===== src/rtl/v_pkg.sv =====
// Shared vector-unit definitions: LSU opcodes, load-sequencer state encoding and helpers.
`ifndef DATAMEM_BITS
`define DATAMEM_BITS 10
`endif

package v_pkg;

  localparam logic [3:0] VLSU_NOP    = 4'h0;
  localparam logic [3:0] VLSU_VLE8   = 4'h1;
  localparam logic [3:0] VLSU_VLE16  = 4'h2;
  localparam logic [3:0] VLSU_VLE32  = 4'h3;
  localparam logic [3:0] VLSU_VLSE8  = 4'h4;
  localparam logic [3:0] VLSU_VLSE16 = 4'h5;
  localparam logic [3:0] VLSU_VLSE32 = 4'h6;
  localparam logic [3:0] VLSU_VSE8   = 4'h8;
  localparam logic [3:0] VLSU_VSE16  = 4'h9;
  localparam logic [3:0] VLSU_VSE32  = 4'hA;

  localparam int VREG_GROUP_W = 512;

  typedef enum logic [1:0] {
    IDLE  = 2'd0,
    ISSUE = 2'd1,
    DRAIN = 2'd2,
    DONE  = 2'd3
  } v_ldseq_state_t;

  // Reserved LMUL encodings fall back to a single register.
  function automatic logic [2:0] lmul_to_nbeats(input logic [2:0] lmul);
    case (lmul)
      3'b000:  return 3'd1;
      3'b001:  return 3'd2;
      3'b010:  return 3'd4;
      default: return 3'd1;
    endcase
  endfunction

  function automatic logic is_unit_stride_load(input logic [3:0] op);
    return (op == VLSU_VLE8) || (op == VLSU_VLE16) || (op == VLSU_VLE32);
  endfunction

endpackage


===== src/rtl/v_ld_collect.sv =====
// Beat collector: registers the grant-to-data delay and packs returned beats into a register-group image.
module v_ld_collect
  import v_pkg::*;
#(
  parameter int BEAT_W  = 128,
  parameter int GROUP_W = VREG_GROUP_W
) (
  input  logic               clk,
  input  logic               rst,
  input  logic               clr,
  input  logic               cap_en,
  input  logic [1:0]         cap_beat,
  input  logic [BEAT_W-1:0]  beat_data,
  output logic [GROUP_W-1:0] buf_q,
  output logic [GROUP_W-1:0] buf_nxt
);

  logic       rvalid;
  logic [1:0] rbeat;

  always_ff @(posedge clk or posedge rst) begin
    if (rst) begin
      rvalid <= 1'b0;
      rbeat  <= 2'd0;
    end else begin
      rvalid <= cap_en;
      rbeat  <= cap_beat;
    end
  end

  // buf_nxt is exposed so the final beat can be forwarded on the same edge it lands.
  always_comb begin
    buf_nxt = buf_q;
    if (clr) begin
      buf_nxt = '0;
    end else if (rvalid) begin
      buf_nxt[int'(rbeat)*BEAT_W +: BEAT_W] = beat_data;
    end
  end

  always_ff @(posedge clk or posedge rst) begin
    if (rst) begin
      buf_q <= '0;
    end else begin
      buf_q <= buf_nxt;
    end
  end

endmodule


===== src/rtl/v_load_seq.sv =====
// Vector unit-stride load sequencer: issues 1/2/4 bank-parallel beats under grant control
// and hands an assembled 512-bit register-group image to writeback.
module v_load_seq
  import v_pkg::*;
#(
  parameter int DATAMEM_BITS = `DATAMEM_BITS,
  parameter int BEAT_W       = 128
) (
  input  logic                    clk,
  input  logic                    rst,
  input  logic                    req_valid,
  output logic                    req_ready,
  input  logic [3:0]              req_op,
  input  logic [2:0]              req_lmul,
  input  logic [31:0]             req_addr,
  input  logic [4:0]              req_vd,
  output logic                    mem_req,
  input  logic                    mem_gnt,
  output logic [DATAMEM_BITS-1:0] data_addr0,
  output logic [DATAMEM_BITS-1:0] data_addr1,
  output logic [DATAMEM_BITS-1:0] data_addr2,
  output logic [DATAMEM_BITS-1:0] data_addr3,
  input  logic [31:0]             l_data_in0,
  input  logic [31:0]             l_data_in1,
  input  logic [31:0]             l_data_in2,
  input  logic [31:0]             l_data_in3,
  output logic [4*BEAT_W-1:0]     l_data_out,
  output logic                    wb_valid,
  output logic [4:0]              wb_vd,
  output logic [2:0]              wb_nregs,
  output logic                    wb_err
);

  localparam int GROUP_W = 4 * BEAT_W;

  v_ldseq_state_t          state;
  logic [DATAMEM_BITS-1:0] base_q;
  logic [DATAMEM_BITS-1:0] cur_addr;
  logic [2:0]              nbeats_q;
  logic [1:0]              issue_cnt;
  logic [4:0]              vd_q;
  logic                    accept;
  logic                    issue_gnt;
  logic                    last_beat;
  logic [GROUP_W-1:0]      buf_q;
  logic [GROUP_W-1:0]      buf_nxt;
  logic                    unused_addr;

  assign req_ready = (state == IDLE);
  assign accept    = req_ready && req_valid;
  assign issue_gnt = (state == ISSUE) && mem_gnt;
  assign last_beat = ({1'b0, issue_cnt} == (nbeats_q - 3'd1));

  // Bank word addresses wrap modulo the bank depth.
  assign cur_addr   = base_q + DATAMEM_BITS'(issue_cnt);
  assign mem_req    = (state == ISSUE);
  assign data_addr0 = cur_addr;
  assign data_addr1 = cur_addr;
  assign data_addr2 = cur_addr;
  assign data_addr3 = cur_addr;

  assign unused_addr = ^{req_addr, 1'b0};

  v_ld_collect #(
    .BEAT_W  (BEAT_W),
    .GROUP_W (GROUP_W)
  ) u_collect (
    .clk       (clk),
    .rst       (rst),
    .clr       (accept),
    .cap_en    (issue_gnt),
    .cap_beat  (issue_cnt),
    .beat_data ({l_data_in3, l_data_in2, l_data_in1, l_data_in0}),
    .buf_q     (buf_q),
    .buf_nxt   (buf_nxt)
  );

  always_ff @(posedge clk or posedge rst) begin
    if (rst) begin
      state      <= IDLE;
      base_q     <= '0;
      nbeats_q   <= 3'd0;
      issue_cnt  <= 2'd0;
      vd_q       <= 5'd0;
      wb_valid   <= 1'b0;
      wb_vd      <= 5'd0;
      wb_nregs   <= 3'd0;
      wb_err     <= 1'b0;
      l_data_out <= '0;
    end else begin
      wb_valid <= 1'b0;
      case (state)
        IDLE: begin
          if (req_valid) begin
            base_q    <= req_addr[DATAMEM_BITS-1:0];
            vd_q      <= req_vd;
            nbeats_q  <= lmul_to_nbeats(req_lmul);
            issue_cnt <= 2'd0;
            if (is_unit_stride_load(req_op)) begin
              state <= ISSUE;
            end else begin
              // Unsupported ops retire immediately without touching the banks.
              state      <= DONE;
              wb_valid   <= 1'b1;
              wb_err     <= 1'b1;
              wb_vd      <= req_vd;
              wb_nregs   <= lmul_to_nbeats(req_lmul);
              l_data_out <= buf_nxt;
            end
          end
        end
        ISSUE: begin
          if (mem_gnt) begin
            issue_cnt <= issue_cnt + 2'd1;
            if (last_beat) state <= DRAIN;
          end
        end
        DRAIN: begin
          state      <= DONE;
          wb_valid   <= 1'b1;
          wb_err     <= 1'b0;
          wb_vd      <= vd_q;
          wb_nregs   <= nbeats_q;
          l_data_out <= buf_nxt;
        end
        DONE: begin
          state <= IDLE;
        end
        default: state <= IDLE;
      endcase
    end
  end

  logic [GROUP_W-1:0] unused_buf;
  assign unused_buf = buf_q & '0;

endmodule


===== config.mk =====
export PLATFORM = sky130hd
export DESIGN_NAME = v_load_seq
export DESIGN_NICKNAME = d
export VERILOG_FILES = /design/src/rtl/v_pkg.sv /design/src/rtl/v_ld_collect.sv /design/src/rtl/v_load_seq.sv
export SDC_FILE = /design/constraint.sdc
export NUM_CORES = 2
export LEC_CHECK = 0
export ABC_AREA = 1
export CORE_MARGIN = 2
export CORE_UTILIZATION = 30
export DETAILED_ROUTE_END_ITERATION = 8
export HOLD_SLACK_MARGIN = 0.02
export PLACE_DENSITY = 0.55
export SYNTH_ARGS = -nofsm -noshare
export SYNTH_HDL_FRONTEND = slang
export SYNTH_SLANG_ARGS = --single-unit

===== constraint.sdc =====
create_clock -name clk -period 49.2 [get_ports clk]
set_input_delay 7.38 -clock clk [delete_from_list [all_inputs] [get_ports clk]]
set_output_delay 7.38 -clock clk [all_outputs]
set_load 0.01 [all_outputs]

# Yosys cells after proc, flatten, opt, wreduce, memory -nomap -nowiden
# Cells that the tools add are included.
# word_totals
ff_bits,1059
input_bits,176
output_inout_bits,564
wordCells,70
# op_classes
n_reduce_logical,11
eq_ne,13
muxes,27
shift,2
n_addsub,4
# ops
op,n
$mux W512,4
$pmux W512 S2,1
$bwmux W512,1
$shift A128 B33 Y512 const A,1
$shiftx A128 B33 Y512,1
$neg A9 Y33,1
$mux W2,6
$pmux W3 S2,2
$add A10 B2 Y10,1
$mux W5,2
$pmux W5 S2,1
$reduce_and A3 Y1,3
$eq A4 B2 Y1 const B,2
$pmux W2 S4,1
$mux W3,2
$eq A2 B2 Y1 const B,2
$eq A4 B1 Y1 const B,1
$mux W1,4
$ne A2 B1 Y1 const B,2
$ne A2 B2 Y1 const B,2
$pmux W1 S2,2
$pmux W2 S2,1
$reduce_bool A2 Y1,2
$eq A2 B3 Y1,1
other kinds (9),11

# Longest topological paths before layout
# logic_depth
depth_word,8
ltp_mapped,14
depth_no_buf,11

# By module
# Synthesis repeated with hierarchy kept, for this count alone.
# hier_totals
cells_unflattened,5332
area_unflattened_um2,44647.8
# modules_own_cells
mod,cells_each,area_each_um2,n_inst
v_ld_collect,2927,22793.1,1
v_load_seq,2405,21854.7,1

# Worst setup path after synthesis
# No wires, ideal clock.
# synth_path
path_type,reg2out
start,reg issue_cnt[0]
end,out data_addr1[8]
path_stages_with_launch,8
setup_slack_ns,40.025
required_ns,41.820
arrival_time_ns,1.795
cell_sequence,dfrtp_1 > ha_1 > fa_1 > nand3_1 > nor2_1 > nand3_1 > xor2_1 > buf_4
# synth_between
elab_chain_cells,1
# synth_rtl
element,line,rtl
from (decl),v_load_seq.sv:40,logic [1:0] issue_cnt;
from (signal assigned),v_load_seq.sv:114,issue_cnt <= issue_cnt + 2'd1;
$add A10 B2 Y10,v_load_seq.sv:55,assign cur_addr = base_q + DATAMEM_BITS'(issue_cnt);
to (decl),v_load_seq.sv:20,"output logic [DATAMEM_BITS-1:0] data_addr1,"
# Every way passes these cells.

==> summary.md <==
| Metric | Value |
|---|---|
| Outcome | complete, no violations |
| CP arrival | 12.66 ns |
| Peak per-stage delay on the critical path | 0.83 ns |
| ANT nets after route | 0 |
| Die X | 382 um |
| Fin Clk Skew | between 0.04 and 0.05 ns |
| Seq cells post-synth | 1,059 |
| Commonest cells in the netlist | nand2_1, dfrtp_1, inv_1 |
| H-tree depth | 3 |
| RSZ-0062 raised after global routing | no |
| Syn Std Cell Area | 42,900 um^2 |
| Crit path max fanout | approximately 170 |
| Grt ovf | 0 |
| Placed Area | 51,300 um^2 |
| Ys Warns | 0 |
| Final Cell Area | 55,300 um^2 |
| DR DRC count | 0 |
| Die height | 382 um |
| Die area | 146,000 um^2 |
| # IOs | 740 |
| Core area | 142,000 um^2 |
| Postcts setup bufs | 0 |
| Synth unique cells | 26 |
| Slowest cell on the critical path | buf_4 |
| Syn_nets | 5,149 |
| Total Nets Final | approximately 5,700 |
| PwrDens | 47.0 nW/um^2 |
| Part of the cycle the worst path needs | 24.3% |
| Port bufs | 717 |
| Setup tns final | 0 ns |
| Slew @ Worst Pin | 1.16 ns |
| First-pass GRT wire length | about 230,000 um |
| Vias after detailed routing | ~35,000 |
| Final Util | between 30% and 40% |
| Hold buffer count at cts | 0 |
| CP endpoint kind | async pin |
| Initial antenna violation count | 10 |
| Dpl ws | 36.24 ns |
| Max-cap violations | 0 |
| Top_reg_cell synth | dfrtp_1 |
| Row cnt | 138 |
| Hold WC Path Type | register to register |
| CP cell instances | clkdlybuf4s50_1 -> inv_8 -> buf_12 -> buf_4 -> buf_4 -> buf_4 -> buf_4 |
| Maximum clock frequency | 83.7 MHz |
| Fin crit period | between 10 and 15 ns |
| Synth area leaders | dfrtp_1, nand2_1, o21ai_0 |
| Hold Vio Cnt, Final | 0 |
| Vias/cell | 4.65 |
| Required @ worst endpoint | 49.92 ns |
| DR iter-0 viols | roughly 2,300 |
| Root Driver | clkbuf_16 |
| Max-slew headroom | between 20 and 25% |
| Num Clock Sinks | 1,059 |
| Initial core utilization | 30.3% |
| Cells after Synth | between 4,000 and 5,000 |
| Post-synthesis sequential area ratio | 61.7% |
| P_leak | about 26 nW |
| Slew Viols, Final | 0 |
| Crit Path Class | input port to async pin |
| Clk buf depth | 3 |
| Synth-to-layout area growth | 28.8% |
| CTS buffer count | 116 |
| TritonCTS clock tree | yes |
| Worst skew pair latency | approximately 0.74 ns |
| Dpl hpwl | 91,500 um |
| Crit path setup slack, layout | approximately 37 ns |
| WL/cell | 19.9 um |
| Area fraction of the dominant cell type after synthesis | 61.7% |
| Post-synth EDFFs | 0 |
| GPL Wtd Cong | 0.785 |
| Final setup violation count | 0 |
| Yosys top cell by area | dfrtp_1 |
| Worst path most repeated cell | buf_4 |
| Router iterations before antenna repair | 7 |
| Most common cell in the synthesized netlist | nand2_1 |
| Reg clk slew, reported paths | 0.06 ns |
| Final wirelength | 149,000 um |
| Async SR Flop Fraction | 100% |
| Post_cts resized | 0 |
| WHS | 0.469 ns |
| Largest net degree at the start of global routing | 171 |
| Crit start category | input port |
| Vias in the first global route | 34,787 |
| Share of layout cells above drive strength 1 | 4.39% |
| Post-Syn Area per Cell | 8.65 um^2 |
| GRT Resource Usage Total | 20.2% |
| VDD IR-drop max | approximately 0.044 mV |
state kept, by name, summed over array words and instances, names as in the netlist, 2 cells and up:
register and flops:
issue_cnt 2, wb_nregs 3, base_q 10, state 2, l_data_out 512, u_collect.rbeat 2, u_collect.buf_q 512, vd_q 5
nbeats_q 3, wb_vd 5
worst max-delay path, delay by kind of cell:
kind / cells / cell delay, ns
buffers and inverters: 7 / 4.79
area by class of cell:
cell class / instances / area, um^2
Sequential cell: 1059 / 26500
Antenna cell: 7 / 17.5
Clock inverter: 27 / 443
Tap cell: 1890 / 2360
Multi-Input combinational cell: 3244 / 13700
Clock buffer: 188 / 3480
Inverter: 313 / 1210
Fill cell: 14323 / 86500
Timing Repair Buffer: 767 / 7590
metal layers:
layer | GRT usage (%) | up-vias | wire length, um
met2 | 32.1 | 906 | 68800
li1 | - | 16517 | -
met1 | 26.9 | 17236 | 65500
met3 | 6.27 | 178 | 11600
met4 | 4.36 | 8 | 2900
met5 | 0 | - | 46
worst paths after layout:
check,slack (ns),depth (start not counted),start,endpoint
worst max-delay path,37.26,7,rst,l_data_out[431]
worst min-delay path,0.47,2,l_data_out[460],l_data_out[460]
max in group clk,37.44,10,req_valid,l_data_out[264]
worst min register to register,0.47,2,l_data_out[460],l_data_out[460]
worst max register to register,43.74,11,state[0],l_data_out[264]
min in group asynchronous,7.16,2,rst,l_data_out[108]
metrics by stage:
stage / cells / power [mW]
after floorplan: 4960 / 1.42
after global placement: 7273 / 1.73
after detailed placement: 7273 / 1.73
after CTS: 7488 / 2.64
after global routing: 7491 / 2.73
final: 7495 / 2.60
report_power, final:
group	leakage (nW)	internal [mW]	switching (mW)
Sequential	14.7	0.950	0.0445
Combinational	9.68	0.196	0.518
Clock	1.91	0.522	0.371
cell usage in the layout (no fill, tap or decap), types with 2 or more instances in the layout:
cell type           n
clkbuf_1           42
o21ai_1           216
clkbuf_16         117
ha_1               12
inv_16              2
inv_1             305
nor2_4              4
inv_2               3
buf_12              3
bufinv_16           7
o22ai_1            20
nand3_1           140
nand2_2             2
buf_4              47
clkdlybuf4s50_1   717
nand2_4             7
nand2_1          2013
o21ai_0           290
clkinv_2           10
and2_1             38
clkinv_16           3
diode_2             7
nand4_1             2
nor2_1            249
clkbuf_8           29
inv_8               5
xor2_1              5
dfrtp_1          1058
a21oi_1           242
kinds of logic (layout without fill, tap and decap cells):
family	Yosys count	in the layout	synth area share [%]
AND/OR/NAND/NOR	2458	2458	22.2
flip-flops	1059	1059	61.7
AO/OA/AOI/OAI	768	768	9.01
buffers and inverters	657	1295	6.56
adder cells (fa/ha/maj)	13	13	0.396
XOR/XNOR	5	5	0.102
other	0	7	0
No activity file was read; power rests on OpenSTA's default activity.
